### src/rtl/hello_scroller.sv
// Scrolling seven-segment message display: a writable character buffer viewed
// through an N_DIGITS-wide window whose offset advances on prescaler ticks or manual steps.
module hello_scroller #(
    parameter int N_DIGITS = 8,
    parameter int MSG_LEN  = 8,
    parameter int TICK_DIV = 50000000,
    parameter int AW       = $clog2(MSG_LEN)
) (
    input  logic                  CLOCK_50,
    input  logic                  RESETn,
    input  logic                  RUN,
    input  logic                  DIR,
    input  logic                  STEP,
    input  logic                  WR_EN,
    input  logic [AW-1:0]         WR_ADDR,
    input  logic [4:0]            WR_CHAR,
    output logic [7*N_DIGITS-1:0] HEX,
    output logic [AW-1:0]         POS,
    output logic                  TICK
);

    localparam int PW = $clog2(TICK_DIV);
    localparam logic [PW-1:0] PRE_LAST = PW'(TICK_DIV - 1);
    localparam logic [AW-1:0] OFF_LAST = AW'(MSG_LEN - 1);
    // Wide enough to hold offset + (N_DIGITS-1) before the modulo.
    localparam int IW = AW + 4;

    logic [PW-1:0]         pre_cnt_reg;
    logic [AW-1:0]         offset_reg;
    logic [AW-1:0]         offset_next;
    logic                  step_reg;
    logic                  step_rise;
    logic                  advance;
    logic [4:0]            buffer_reg [MSG_LEN];
    logic [7*N_DIGITS-1:0] hex_reg;
    logic [7*N_DIGITS-1:0] hex_next;

    function automatic logic [4:0] init_char(input int idx);
        logic [4:0] c;
        case (idx)
            0:       c = 5'h10;
            1:       c = 5'h0E;
            2:       c = 5'h11;
            3:       c = 5'h11;
            4:       c = 5'h00;
            default: c = 5'h13;
        endcase
        return c;
    endfunction

    function automatic logic [6:0] seg_decode(input logic [4:0] ch);
        logic [6:0] s;
        case (ch)
            5'h00:   s = 7'b0000001;
            5'h01:   s = 7'b1001111;
            5'h02:   s = 7'b0010010;
            5'h03:   s = 7'b0000110;
            5'h04:   s = 7'b1001100;
            5'h05:   s = 7'b0100100;
            5'h06:   s = 7'b0100000;
            5'h07:   s = 7'b0001111;
            5'h08:   s = 7'b0000000;
            5'h09:   s = 7'b0000100;
            5'h0A:   s = 7'b0001000;
            5'h0B:   s = 7'b1100000;
            5'h0C:   s = 7'b0110001;
            5'h0D:   s = 7'b1000010;
            5'h0E:   s = 7'b0110000;
            5'h0F:   s = 7'b0111000;
            5'h10:   s = 7'b1001000;
            5'h11:   s = 7'b1110001;
            5'h12:   s = 7'b0011000;
            default: s = 7'b1111111;
        endcase
        return s;
    endfunction

    // Free-running prescaler, independent of RUN.
    always_ff @(posedge CLOCK_50 or negedge RESETn) begin
        if (!RESETn) begin
            pre_cnt_reg <= '0;
        end else if (pre_cnt_reg == PRE_LAST) begin
            pre_cnt_reg <= '0;
        end else begin
            pre_cnt_reg <= pre_cnt_reg + 1'b1;
        end
    end

    assign TICK      = (pre_cnt_reg == PRE_LAST);
    assign step_rise = STEP & ~step_reg;
    assign advance   = RUN ? TICK : step_rise;

    always_comb begin
        offset_next = offset_reg;
        if (advance) begin
            if (!DIR) begin
                offset_next = (offset_reg == OFF_LAST) ? '0 : offset_reg + 1'b1;
            end else begin
                offset_next = (offset_reg == '0) ? OFF_LAST : offset_reg - 1'b1;
            end
        end
    end

    always_ff @(posedge CLOCK_50 or negedge RESETn) begin
        if (!RESETn) begin
            offset_reg <= '0;
            step_reg   <= 1'b0;
        end else begin
            offset_reg <= offset_next;
            step_reg   <= STEP;
        end
    end

    // Reset reloads the default message, so the buffer lives in flops.
    always_ff @(posedge CLOCK_50 or negedge RESETn) begin
        if (!RESETn) begin
            for (int a = 0; a < MSG_LEN; a++) begin
                buffer_reg[a] <= init_char(a);
            end
        end else if (WR_EN && (int'(WR_ADDR) < MSG_LEN)) begin
            buffer_reg[WR_ADDR] <= WR_CHAR;
        end
    end

    genvar gi;
    generate
        for (gi = 0; gi < N_DIGITS; gi++) begin : g_digit
            logic [IW-1:0] sum;
            logic [AW-1:0] idx;
            assign sum = {4'b0000, offset_reg} + IW'(N_DIGITS - 1 - gi);
            assign idx = AW'(sum % IW'(MSG_LEN));
            assign hex_next[7*gi +: 7] = seg_decode(buffer_reg[idx]);
        end
    endgenerate

    always_ff @(posedge CLOCK_50 or negedge RESETn) begin
        if (!RESETn) begin
            hex_reg <= '1;
        end else begin
            hex_reg <= hex_next;
        end
    end

    assign HEX = hex_reg;
    assign POS = offset_reg;

endmodule

### config.mk
export PLATFORM = sky130hd
export DESIGN_NAME = hello_scroller
export DESIGN_NICKNAME = d
export VERILOG_FILES = /design/src/rtl/hello_scroller.sv
export SDC_FILE = /design/constraint.sdc
export NUM_CORES = 1
export LEC_CHECK = 0
export ABC_AREA = 1
export ABC_CLOCK_PERIOD_IN_PS = 3700
export BUFFER_PORTS_ARGS = -buffer_cell sky130_fd_sc_hd__clkbuf_2
export CAP_MARGIN = 20
export CORE_UTILIZATION = 55
export CTS_CLUSTER_DIAMETER = 80
export CTS_CLUSTER_SIZE = 24
export DETAILED_ROUTE_END_ITERATION = 6
export PLACE_DENSITY = 0.75
export SETUP_SLACK_MARGIN = 0.4
export SYNTH_ARGS = -nofsm -noshare
export SYNTH_HDL_FRONTEND = slang
export SYNTH_SLANG_ARGS = --single-unit
### constraint.sdc
create_clock -name CLOCK_50 -period 3.7 [get_ports CLOCK_50]
set_input_delay 0.37 -clock CLOCK_50 [delete_from_list [all_inputs] [get_ports CLOCK_50]]
set_output_delay 0.37 -clock CLOCK_50 [all_outputs]
set_load 0.02 [all_outputs]
==> out/results.ini <==
[synth]
yosys_register_bits=126
synth_nets=1444
syn_area_per_cell_sq_um=6.85
yosys.area.top_type_share=0.220
syn_inst=1367
seq_area_frac_synth=0.346
synth.largest_area_cell=nand2_1
syn_area_sq_um=9370
yosysWarnings=0
synth_area_leaders=nand2_1 (22%), dfstp_2 (20%), dfrtp_1 (14%)
ys_types=32

[placement]
dp_hpwl_microns=17000
portBuffers=73
gp_congestion=0.992

[sta]
setup_viol=0
rsz0062_at_grt=false
fin_crit_sh=0.799
final.setup.tns_ns=0
finalClockSkew_ns=0.00869
fin_crit_ns=2.95
worst_pin_slew_ns=0.803
slew_headroom=0.465
fmax_mhz=338
hold_viol=0
maxSlewViolCount=0

[route]
ant_nets=0
avgViaCountPerCell=5.47
wl_per_cell_microns=13.9
wl_met1_microns=11000
wl_met2_microns=10500
wl_met3_microns=1150
wl_microns=23200
num_vias=9093
drtIter0Drc=753
drc=0
dr.pass1.iters=5
top_layer=met4

[floorplanning]
dieHeight_microns=133
dieArea_sq_um=17600
core_area_sq_um=16600
rows=47
boundaryPins=74
die_w_microns=133
start_util=0.565

[cts]
cts_tree=yes
clock-root-buffer=clkbuf_16
cts_resized=0
clockBufferDepth=2
cts_setup_buffers=0
cts.sinks=126
clkTransAtPathRegs_ns=0.06
numCtsBuffers=17
clock_latency_ns=0.43
cts_hold_buf=0
htree_levels=4

[cells_and_area]
fill_cells=1584
nets=1507
drive_gt1_frac=0.174
antenna_cells=0
mostFrequentLayoutCell=nand2_1
largest_reg_flops=56
final_cell_mix=nand2_1 (550), nand3_1 (229), inv_1 (81), dfstp_2 (73), clkbuf_2 (72)
area_growth_pct=11.1

[critical_path]
worst-setup-path-type=register to register
rr_endpoint=HEX[31]
startpoint=POS[0]
reg2reg_slack_ns=0.75
crit_path_max_fanout=40
crit_arrival_ns=3.32
r2r_cells=14
regToRegStartpoint=POS[0]
endpoint=HEX[31]
crit_path_start_kind=register
endpoint_kind=register
worstPathRequired_ns=4.06

[grt]
grt_pass1_vias=7991
grt_pass1_wl_microns=38800
grt_max_degree=67
antenna_found_initial=0
grt.total_usage=0.273
gr-total-overflow=0

[flow_run]
cap_violations=0

[run_status]
outcome=completed

[worst_hold_path]
hold_class=primary input to async pin

[cells in the mapped netlist (all sizes together)]
| cell | number |
|---|---|
| buf | 33 |
| xnor2 | 6 |
| dfstp | 73 |
| nor3 | 17 |
| nor2 | 61 |
| dfrtp | 53 |
| nand2 | 580 |
| a21oi | 27 |
| nor3b | 1 |
| nand4 | 12 |
| clkbuf | 1 |
| o21ai | 73 |
| nand3 | 235 |
| and2 | 3 |
| inv | 103 |
| ha | 63 |
| a22oi | 1 |
| xor2 | 12 |
| nand3b | 11 |
| or3b | 1 |
| nor4 | 1 |
[layer usage]
| layer | vias up | GRT usage |
|---|---|---|
| li1 | 4555 | - |
| met1 | 4227 | 0.388 |
| met4 | 0 | 0.101 |
| met5 | - | 0 |
| met2 | 266 | 0.415 |
| met3 | 45 | 0.0467 |
[through the flow]
stage	setup WS [ns]	hold slack (ns)	instances	utilization	area, sq um
after floorplan	1.01	0.0744	1367	-	9370
after global placement	0.813	0.469	1631	0.591	9800
after detailed placement	0.725	0.487	1631	0.591	9800
after CTS	0.680	0.0411	1663	0.627	10400
after global routing	0.474	0.0577	1663	0.627	10400
final	0.745	0.0209	1663	0.627	10400
[critical path, stage by stage (launching register included)]
cell and delay (ns):
dfrtp_1 0.41, inv_4 0.29, ha_1 0.19, buf_4 0.25, clkinvlp_4 0.38, nand3_1 0.19
nand2_1 0.10, o21ai_2 0.25, inv_1 0.16, ha_1 0.25, nand3b_1 0.16, nand3_1 0.09
nand2_1 0.06, nand2_1 0.05, nand2_1 0.04
[how the worst min path moves through the flow]
stage	startpoint	end	slack, ns
finish	RESETn	pre_cnt_reg[12]	0.02
global route	STEP	step_reg	0.06
CTS	RESETn	pre_cnt_reg[12]	0.04
detailed placement	RESETn	pre_cnt_reg[12]	0.49
global placement	buffer_reg[19]	buffer_reg[19]	0.47
floorplan	RESETn	POS[0]	0.07
[cells by family (layout without fill, tap and decap cells)]
logic type               Yosys count  in the layout  share of synthesized area
XOR/XNOR                          18             18                     0.0168
AO/OA/AOI/OAI                    101            101                     0.0566
AND/OR/NAND/NOR                  922            922                      0.426
buffers and inverters            137            213                     0.0698
adder cells (fa/ha/maj)           63             63                     0.0841
flip-flops                       126            126                      0.346
[final cells by class]
class | count | area, sq um | share of cell area
Tap cell | 220 | 275 | 0.0265
Timing Repair Buffer | 78 | 418 | 0.0402
Clock inverter | 12 | 135 | 0.0130
Inverter | 103 | 395 | 0.0380
Sequential cell | 126 | 3240 | 0.312
Multi-Input combinational cell | 1104 | 5470 | 0.526
Clock buffer | 20 | 467 | 0.0449
Power is not shown: default switching activity piles up to over one toggle a cycle in this logic, so the estimate is an artifact.
